==> config.mk <==
export PLATFORM = sky130hd
export DESIGN_NAME = usr_seq_shifter
export DESIGN_NICKNAME = d
export VERILOG_FILES = /design/src/rtl/usr_seq_shifter.sv
export SDC_FILE = /design/constraint.sdc
export NUM_CORES = 1
export LEC_CHECK = 0
export CORE_ASPECT_RATIO = 0.5
export CORE_MARGIN = 4
export CORE_UTILIZATION = 30
export CTS_BUF_LIST = sky130_fd_sc_hd__clkbuf_8
export CTS_CLUSTER_SIZE = 40
export DETAILED_ROUTE_END_ITERATION = 7
export DONT_BUFFER_PORTS = 1
export GPL_TIMING_DRIVEN = 0
export PLACE_DENSITY = 0.54
export SLEW_MARGIN = 20
export SYNTH_ARGS = -nofsm -noshare
export SYNTH_HDL_FRONTEND = slang
export SYNTH_SLANG_ARGS = --single-unit
==> constraint.sdc <==
create_clock -name clock -period 1.5 [get_ports clock]
set_input_delay 0.3 -clock clock [delete_from_list [all_inputs] [get_ports clock]]
set_output_delay 0.3 -clock clock [all_outputs]
set_load 0.005 [all_outputs]
==> src/rtl/usr_seq_shifter.sv <==
// usr_seq_shifter: command-driven universal shift register.
// A command (op + amount) is accepted over a valid/ready handshake. HOLD, LOAD and CLEAR,
// and shift/rotate ops with amount 0, complete on the accept edge. Shift/rotate ops with a
// nonzero amount run one bit per clock and report each bit shifted out.
//
// Ports:
//   clock, reset      rising-edge clock; synchronous active-high reset
//   cmd_valid/ready   command handshake (ready only while idle)
//   cmd_op, cmd_amt   opcode and single-bit step count
//   din               parallel load data
//   sin_left          serial bit entering the MSB on SHR
//   sin_right         serial bit entering the LSB on SHL
//   dout              register contents
//   sout, sout_valid  bit shifted out on the latest step; one-cycle valid pulse per step
//   busy, done        multi-cycle command in progress; one-cycle completion pulse
module usr_seq_shifter #(
    parameter int unsigned WIDTH = 8,
    parameter int unsigned AMT_W = 4
) (
    input  logic             clock,
    input  logic             reset,
    input  logic             cmd_valid,
    output logic             cmd_ready,
    input  logic [2:0]       cmd_op,
    input  logic [AMT_W-1:0] cmd_amt,
    input  logic [WIDTH-1:0] din,
    input  logic             sin_left,
    input  logic             sin_right,
    output logic [WIDTH-1:0] dout,
    output logic             sout,
    output logic             sout_valid,
    output logic             busy,
    output logic             done
);

    localparam logic [2:0] OpHold  = 3'b000;
    localparam logic [2:0] OpShr   = 3'b001;
    localparam logic [2:0] OpShl   = 3'b010;
    localparam logic [2:0] OpLoad  = 3'b011;
    localparam logic [2:0] OpRor   = 3'b100;
    localparam logic [2:0] OpRol   = 3'b101;
    localparam logic [2:0] OpAsr   = 3'b110;
    localparam logic [2:0] OpClear = 3'b111;

    typedef enum logic {
        StIdle,
        StShift
    } state_e;

    state_e             state_q, state_d;
    logic [AMT_W-1:0]   cnt_q, cnt_d;
    logic [2:0]         op_q, op_d;
    logic [WIDTH-1:0]   dout_q, dout_d;
    logic               sout_q, sout_d;
    logic               sout_valid_q, sout_valid_d;
    logic               done_q, done_d;

    logic               accept;
    logic               is_shift_op;
    logic [WIDTH:0]     step_res;

    // One single-bit step of a shift/rotate op; returns {bit_out, new_value}.
    function automatic logic [WIDTH:0] step(
        input logic [2:0]       op,
        input logic [WIDTH-1:0] v,
        input logic             sl,
        input logic             sr
    );
        logic [WIDTH:0] r;
        unique case (op)
            OpShr:   r = {v[0],       sl,          v[WIDTH-1:1]};
            OpShl:   r = {v[WIDTH-1], v[WIDTH-2:0], sr};
            OpRor:   r = {v[0],       v[0],        v[WIDTH-1:1]};
            OpRol:   r = {v[WIDTH-1], v[WIDTH-2:0], v[WIDTH-1]};
            OpAsr:   r = {v[0],       v[WIDTH-1],  v[WIDTH-1:1]};
            default: r = {1'b0, v};
        endcase
        return r;
    endfunction

    always_comb begin
        unique case (cmd_op)
            OpShr, OpShl, OpRor, OpRol, OpAsr: is_shift_op = 1'b1;
            default:                           is_shift_op = 1'b0;
        endcase
    end

    assign accept   = cmd_valid && (state_q == StIdle);
    assign step_res = step(op_q, dout_q, sin_left, sin_right);

    always_comb begin
        state_d      = state_q;
        cnt_d        = cnt_q;
        op_d         = op_q;
        dout_d       = dout_q;
        sout_d       = sout_q;
        sout_valid_d = 1'b0;
        done_d       = 1'b0;

        unique case (state_q)
            StIdle: begin
                if (accept) begin
                    if (is_shift_op && (cmd_amt != '0)) begin
                        // Latch the op; the first step happens on the next edge.
                        state_d = StShift;
                        cnt_d   = cmd_amt;
                        op_d    = cmd_op;
                    end else begin
                        done_d = 1'b1;
                        if (cmd_op == OpLoad) begin
                            dout_d = din;
                        end else if (cmd_op == OpClear) begin
                            dout_d = '0;
                        end
                    end
                end
            end
            StShift: begin
                dout_d       = step_res[WIDTH-1:0];
                sout_d       = step_res[WIDTH];
                sout_valid_d = 1'b1;
                cnt_d        = cnt_q - AMT_W'(1);
                if (cnt_q == AMT_W'(1)) begin
                    state_d = StIdle;
                    done_d  = 1'b1;
                end
            end
            default: state_d = StIdle;
        endcase
    end

    always_ff @(posedge clock) begin
        if (reset) begin
            state_q      <= StIdle;
            cnt_q        <= '0;
            op_q         <= OpHold;
            dout_q       <= '0;
            sout_q       <= 1'b0;
            sout_valid_q <= 1'b0;
            done_q       <= 1'b0;
        end else begin
            state_q      <= state_d;
            cnt_q        <= cnt_d;
            op_q         <= op_d;
            dout_q       <= dout_d;
            sout_q       <= sout_d;
            sout_valid_q <= sout_valid_d;
            done_q       <= done_d;
        end
    end

    assign cmd_ready  = (state_q == StIdle);
    assign busy       = (state_q == StShift);
    assign dout       = dout_q;
    assign sout       = sout_q;
    assign sout_valid = sout_valid_q;
    assign done       = done_q;

endmodule

# Word-level counts from Yosys, hierarchy flattened

Cells that the tools add are included.

Register bits: 19
Bits of input ports: 20
Output and inout bits: 13
Word-level logic and storage cells: 57

Add/subtract/negate cells: 1
Equality and inequality tests: 20
Mux-type cells: 19
Bitwise logic cells: 1
Reductions and logical operators: 8

Operator list:

| operator                                              | count |
|---|---|
| one-hot mux 9 bit (5 select lines)                    | 1 |
| 2-to-1 mux 8 bit                                      | 4 |
| == test 3 bit, second input constant                  | 7 |
| one-hot mux 8 bit (2 select lines)                    | 1 |
| == test 3 x 2 -> 1 bit, second input constant         | 3 |
| 2-to-1 mux 1 bit                                      | 8 |
| 2-to-1 mux 4 bit                                      | 2 |
| one-hot mux 4 bit (2 select lines)                    | 1 |
| == test 3 x 1 -> 1 bit, second input constant         | 2 |
| inequality test 6 x 1 -> 1 bit, second input constant | 1 |
| inequality test 5 x 1 -> 1 bit, second input constant | 1 |
| AND reduction 5 bit                                   | 1 |
| OR reduction 5 bit                                    | 1 |
| == test 4 x 1 -> 1 bit, second input constant         | 1 |
| inequality test 2 x 1 -> 1 bit, second input constant | 2 |
| inequality test 2 bit, second input constant          | 2 |
| one-hot mux 1 bit (2 select lines)                    | 2 |
| AND reduction 4 bit                                   | 1 |
| nonzero test 4 bit                                    | 1 |
| subtractor 4 x 1 -> 4 bit, second input constant      | 1 |
| inequality test 3 x 1 -> 1 bit, second input constant | 1 |
| AND reduction 3 bit                                   | 1 |
| logical AND 1 bit                                     | 2 |
| AND reduction 2 bit                                   | 1 |
| inverter 1 bit                                        | 1 |

# Longest topological paths before layout

Depth in word-level cells: 7
Mapped depth: 6
Gate-level depth less buffers: 5

# Worst setup path after synthesis

OpenSTA, ideal clock, no wires.

Path kind: reg2reg
From: register state_q (netlist: busy)
To: register dout_q[4] (netlist: dout[4])
Setup time: 0.139 ns
Arrival: 1.261 ns
Data required time: 1.361 ns
Path slack: 0.101 ns
Cell stages (with the launch flop): 7
Path buffers: 2
Clock period less this slack: 1.399 ns
Cell sequence: dfxtp_1 buf_2 and4b_2 a31o_4 buf_6 nor2_1 a211oi_2

Longest elaborated chain between the ends: 4
Elaborated cells between the ends (all ways): 8
Classes of those cells: eq/ne (4); mux (1); bitwise (1); reduce/logical (2)

Ends and longest elaborated chain:

| what                                     | line | text |
|---|---|---|
| from (decl)                              | 50   | `state_e state_q, state_d;` |
| from (signal assigned)                   | 134  | `state_q <= StIdle;` |
| from (signal assigned)                   | 142  | `state_q <= state_d;` |
| inverter 1 bit (no line)                 | -    |  |
| logical AND 1 bit                        | 88   | `assign accept = cmd_valid && (state_q == StIdle);` |
| inequality test 2 x 1 -> 1 bit (no line) | -    |  |
| AND reduction 4 bit (no line)            | -    |  |
| to (signal assigned)                     | 145  | `dout_q <= dout_d;` |
| to (decl)                                | 53   | `logic [WIDTH-1:0] dout_q, dout_d;` |

Several ways; a longest one is shown, not always the timed one.
A chain may end at the register's enable or synchronous reset.

# Final worst setup path

From: register op_q[0]
To: register dout_q[5] (netlist: dout[5])

Longest elaborated chain between the ends: 3
Elaborated cells between the ends (all ways): 9
Classes of those cells: eq/ne (6); mux (2); reduce/logical (1)

Ends and longest elaborated chain:

| what                                                                                 | line | text |
|---|---|---|
| from (decl)                                                                          | 52   | `logic [2:0] op_q, op_d;` |
| from (signal assigned)                                                               | 136  | `op_q <= OpHold;` |
| from (signal assigned)                                                               | 144  | `op_q <= op_d;` |
| == test 3 bit, or another cell as far along                                          | 70   | `unique case (op)` |
| one-hot mux 9 bit (5 select lines) or inequality test 6 x 1 -> 1 bit (tied branches) | -    |  |
| one-hot mux 8 bit (2 select lines) or AND reduction 4 bit (tied branches)            | -    |  |

Several ways; a longest one is shown, not always the timed one.

==> metrics.md <==
| Metric | Value |
|---|---|
| Core ar. | 4004 um2 |
| DIE WIDTH | 100.4 um |
| Clock sink total | 19 |
| Dpl cells | 195 |
| Worst Setup Start Kind | flip-flop |
| Critical path peak fanout | 10 |
| RSZ-0062 raised after global routing | true |
| First-pass GRT wire length | approximately 5600 um |
| # rows | 16 |
| Placer Congestion | around 0.76 |
| DRT antenna net count | 0 |
| Routed WL | 3425 um |
| Final period utilization | 96.49% |
| Crit path required time | 1.63 ns |
| Peak VDD IR | 300.0 uV |
| Commonest non-fill, non-tap cells in the layout | 15 x dfxtp_1, 13 x nor2_1, 12 x o21ai_0, 12 x mux2i_1 |
| Die Y | 54.19 um |
| CTS Buffer Depth | 2 |
| Drt via density | 5.705 |
| Full die area | 5439 um2 |
| Max Cap Violations | 0 |
| CP Data Arrival Time | around 1.6 ns |
| Fin crit period | roughly 1.4 ns |
| Seq/Total Area, Yosys | 29.72% |
| Tot Pwr | 1.344 mW |
| CTS buffer count | 3 |
| Max Clk Rate | 690.9 MHz |
| Number of synthesized flops with an enable pin | 0 |
| Synth-to-layout area growth | 13.10% |
| Slowest CP cell | or3_4 |
| Number of global-route vias before repair | 1073 |
| Final Worst Setup Slack | roughly 0.053 ns |
| Synthesized flop and latch total | 19 |
| Non-filler cells, final | 200 |
| DR pass1 iterations | 4 |
| Root Buffer | clkbuf_8 |
| Share of post-route cells with drive strength above 1 | 25.34% |
| Clk slew on worst S/H paths | approximately 0.08 ns |
| Tot GR Track Use | 13.60% |
| Final Hold Viols | 0 |
| Largest delay share family, worst path | simple AND/OR/NAND/NOR gates |
| Clk_lat worst skew | 0.26 ns |
| Worst Hold Slack | between 0.15 and 0.2 ns |
| Asr flop ratio synth | 0% |
| Commonest non-fill, non-tap cell in the layout | dfxtp_1 |
| Initial Utilization | between 30% and 40% |
| Syn_area_per_cell | 9.078 um2 |
| Status | complete, no violations |
| Bufs and invs on worst path | 1 |
| Slew Limit Fails | 0 |
| DR iter-0 viols | 65 |
| Cts hold-fix bufs | 0 |
| Total gr overflow | 0 |
| H-Tree Depth | 1 |
| Slew margin rel. | 54.72% |
| Antenna violations before repair | 0 |
| Port bufs | 0 |
| Synth warn | 0 |
| Final Net Count | 169 |
| Main synth FF type | dfxtp_1 |
| Post-Syn Nets | 163 |
| Largest net degree at the start of global routing | 11 |
| I/O pin count | 33 |
| PwrDens | 928.7 nW/um2 |
| Post-Syn Instances | 141 |
| CP Capture Type | flip-flop |
| DRC Markers | 0 |
| Min-delay worst type | primary input to flip-flop |
| Inserted Diodes | 0 |
| Worst Tran Pin Value | 0.6791 ns |
| Critical path cell sequence | or3_4 -> a31o_4 -> buf_6 -> nor2_2 -> a211oi_2 |
| CTS tree | yes |
| Final clock skew | ~0.0014 ns |
| Vias post-DR | 1141 |
| Pre-CTS WS | -0.04951 ns |
| Distinct cell type count after synthesis | 36 |
| Mapped cell area | ~1300 um2 |
| Slowest Stage Delay on Critical Path | 0.40 ns |
| Wire length per cell | 17.13 um |
| Final core utilization | 36.16% |
| DP HPWL | between 2000 and 2500 um |
| P_leak | 0.4793 nW |
| Worst setup path class | flip-flop to flip-flop |
| Final setup viols | 0 |
state kept, by name, summed over array words and instances, names as in the netlist:
register,count
op_q,3
sout,1
sout_valid,1
cnt_q,4
dout,8
done,1
busy,1
kinds of logic (layout without fill, tap and decap cells):
logic type | after synthesis | in the layout | share of synthesized area (%)
AO/OA/AOI/OAI | 51 | 51 | 33.24
AND/OR/NAND/NOR | 40 | 40 | 18.87
flip-flops | 19 | 19 | 29.72
buffers and inverters | 15 | 20 | 5.474
multiplexers | 12 | 12 | 9.385
adder cells (fa/ha/maj) | 2 | 2 | 1.955
XOR/XNOR | 2 | 2 | 1.369
stage by stage:
| stage | setup TNS, ns | instance area [um2] |
|---|---|---|
| 2_1_floorplan | 0 | 1280 |
| 3_3_place_gp | -0.2248 | 1348 |
| 3_5_place_dp | -0.2559 | 1348 |
| 4_1_cts | -0.002590 | 1395 |
| 5_1_grt | -0.0004319 | 1448 |
| 6_report | 0 | 1448 |
report_power, final:
group | switching [mW] | leakage [nW] | total, mW | internal [mW]
Clock | 0.192 | 0.0269 | 0.375 | 0.183
Combinational | 0.184 | 0.295 | 0.349 | 0.165
Sequential | 0.0673 | 0.158 | 0.620 | 0.553
Total | 0.443 | 0.479 | 1.34 | 0.901
worst paths after layout:
| check | startpoint | slack, ns | cells after the start | end |
|---|---|---|---|---|
| setup / recovery | op_q[0] | 0.05 | 5 | dout[5] |
| hold / removal | cmd_amt[1] | 0.16 | 2 | cnt_q[1] |
| setup reg to reg | op_q[0] | 0.05 | 5 | dout[5] |
| hold reg to reg | sout | 0.53 | 2 | sout |
synth_stat cells (all sizes together) (4+ instances only):
cell     n  share of area, %
dfxtp   19                30
nor2    16               4.7
mux2i   12               9.4
o21ai   12               4.7
a211oi  10               8.6
a221o    8               6.3
nand2    8               2.3
a32oi    7               4.8
buf      7               3.1
clkbuf   5               1.5
a21oi    4               1.6
nor3     4               2.0
metal layers:
metal	vias up	global-route usage, %	share of wire (%)
li1	557	-	-
met3	4	5.433	6.7
met2	30	22.81	49
met5	-	0	0
met1	550	16.57	44
met4	0	3.356	0.55
repair_timing:
| action | in CTS | in global routing |
|---|---|---|
| gates resized for setup | 1 | 21 |
| endpoints found under the setup margin | 6 | 15 |
| buffers inserted | 0 | 2 |
| pin swaps | 0 | 2 |
layout make-up:
class	count	area, um2
Inverter	3	11.26
Clock inverter	1	3.754
Multi-Input combinational cell	107	850.8
Sequential cell	19	385.4
Buffer	11	72.57
Clock buffer	3	41.29
Fill cell	423	2556
Tap cell	54	67.56
Timing Repair Buffer	2	15.01
(Power assumes the default switching activity.)
==> RTL change: new RTL, config.mk and constraints unchanged <==
`WIDTH`: 8 -> 32.
--- a/src/rtl/usr_seq_shifter.sv
+++ b/src/rtl/usr_seq_shifter.sv
@@ -15,5 +15,5 @@
 //   busy, done        multi-cycle command in progress; one-cycle completion pulse
 module usr_seq_shifter #(
-    parameter int unsigned WIDTH = 8,
+    parameter int unsigned WIDTH = 32,
     parameter int unsigned AMT_W = 4
 ) (
Interface: changed (resized din and dout); port bits go from 33 to 81. No check against the original RTL was run, so the function may have changed too.
==> RTL change against the original RTL <==
  * The run now ends with negative setup slack left
  * Area after synthesis grew 130%
  * Highest routed layer unchanged
  * Combinational power rose to 2.7 times the old value
  * Critical path depth rose by 2
  * Setup slack got worse by 0.25 ns
  * Total power grew to 2.6 times the old value
  * Wire length rose to 3.0 times the old value
  * Cell area rose to 2.6 times the old value
  * Sequential cell count rose by 24
==> RTL change: results (changes against the original RTL) <==
[clock_network]
clock_latency_ns=0.31  ; was 0.26 ns
cts-htree-levels=2  ; was 1
cts_buffers=5  ; was 3

[global_routing]
grt_max_degree=15  ; was 11
grt_use_total=0.171  ; was 0.136
grt_pass1_wl_mm=15.7  ; was 5.64 mm
grt_pass1_vias=2725  ; was 1,073

[placed_design]
place.gp.congestion=0.809  ; was 0.762
dp_hpwl_mm=7.10  ; was 2.48 mm

[hold_path]
min_from=cmd_op[1]  ; was cmd_amt[1]
whs_endpoint=op_q[1]  ; was cnt_q[1]

[power]
p_int_w=0.00236  ; was 0.000901 W
ir_drop_mv=0.307  ; was 0.300 mV
leakage_nw=1.24  ; was 0.479 nW

[timing]
worst_slew_pin_slew_ns=0.726  ; was 0.679 ns
fin_skew_ns=0.0125  ; was 0.00139 ns
hold_slack_ns=0.126  ; was 0.164 ns
final.setup.worst_slack_ns=-0.201  ; was 0.0527 ns
setup_viol=33  ; was 0

[drt]
wl_per_cell_um=19.8  ; was 17.1 um
drt_iter0_markers=182  ; was 65
dr_wl_met2_mm=4.62  ; was 1.67 mm
wl_met3_um=628  ; was 230 um
wl_met1_mm=4.89  ; was 1.50 mm
via_per_inst=5.63  ; was 5.71

[outcome]
violations=negative setup slack
status=finished with violations  ; was finished, final reports clean

[worst_setup_path]
r2r-end=dout[6]  ; was dout[5]
worstPathArrival_ns=1.94  ; was 1.58 ns
crit_fanout=6  ; was 10
rr_worst_depth=7  ; was 5

[synth]
async_reset_ff_frac=0  ; unchanged
ys_top_cells_by_area=dfxtp_1 (29%), a211oi_2 (10%), a21boi_0 (7.7%), a21oi_1 (7.2%), nor2_1 (5.4%)  ; was dfxtp_1 (30%), mux2i_1 (9.4%), a211oi_2 (6.8%), a221o_1 (6.3%), a32oi_1 (4.8%)
yosysSeqAreaShare=0.294  ; was 0.297
synth_common_cells=dfxtp_1 (43), a21oi_1 (42), nor2_1 (42), a21boi_0 (30), o21ai_0 (26)  ; was dfxtp_1 (19), nor2_1 (16), mux2i_1 (12), o21ai_0 (12)
synth.distinct_cells=44  ; was 36
syn_nets=405  ; was 163
synth_ff_type=dfxtp_1  ; unchanged

[final_layout]
nFillCells=961  ; was 423
largest_reg_flops=32  ; was 8
layout-drive-gt1-share=0.365  ; was 0.253
num-nets-final=429  ; was 169

RTL change: metrics by stage:
stage	std cells	setup slack [ns]	setup TNS [ns]	cell area [um^2]	power, W
6_report	519	-0.201	-5.32	3820	0.00346
5_1_grt	519	-0.287	-7.85	3820	0.00362
4_1_cts	511	-0.178	-4.22	3620	0.00340
3_5_place_dp	494	-0.408	-11.98	3250	0.00217
3_3_place_gp	494	-0.441	-12.01	3250	0.00216
2_1_floorplan	359	-0.0114	-0.178	3080	0.00198
RTL change: repair_timing:
action / 4_1_cts / 5_1_grt
pin swaps: 9 / 10
endpoints found under the setup margin: 35 / 41
gates cloned: 3 / 1
gates resized for setup: 60 / 36
buffers inserted: 6 / 7
hold buffers: 0 / 0
RTL change: worst max path at each step:
stage | start | end
2_1_floorplan | op_q[0] | dout[1]
4_1_cts | op_q[0] | dout[29]
6_report | op_q[0] | dout[6]
5_1_grt | op_q[0] | dout[9]
3_5_place_dp | busy | dout[30]
3_3_place_gp | busy | dout[30]
RTL change: cell type report:
class                   count  area share
repair buffers             17      0.0435
flip-flops and latches     43       0.227
inverters                   6     0.00589
clock buffers               5      0.0180
multi-input cells         274       0.552
plain buffers              36      0.0923
well taps                 135      0.0442
clock inverters             3      0.0177
RTL change: power groups by stage:
stage                     combinational [W]  clock [W]  sequential (W)
after floorplan                    0.000607          0         0.00137
after global placement             0.000733          0         0.00143
after detailed placement           0.000740          0         0.00143
after CTS                          0.000842    0.00115         0.00140
after global routing                0.00101    0.00119         0.00142
final                              0.000927    0.00113         0.00140
RTL change: layer usage:
metal  track usage  up-vias
met5             0        -
met4        0.0325        0
met3        0.0496       13
met2         0.260       77
met1         0.240     1428
li1              -     1404
RTL change: cells by family after synthesis:
| group | after synthesis | synth area share |
|---|---|---|
| muxes | 12 | 0.0435 |
| adders and majority gates | 2 | 0.00853 |
| AOI/OAI and AO/OA | 154 | 0.394 |
| xor gates and xnor gates | 1 | 0.00299 |
| buffers and inverters | 42 | 0.0700 |
| DFF | 43 | 0.294 |
| and+or+nand+nor | 105 | 0.188 |
RTL change: critical path, delay by kind of cell (launching register included):
family	cells	cell delay (ns)
AO/OA/AOI/OAI	3	0.43
buffers and inverters	3	0.45
flip-flops	1	0.34
AND/OR/NAND/NOR	1	0.39
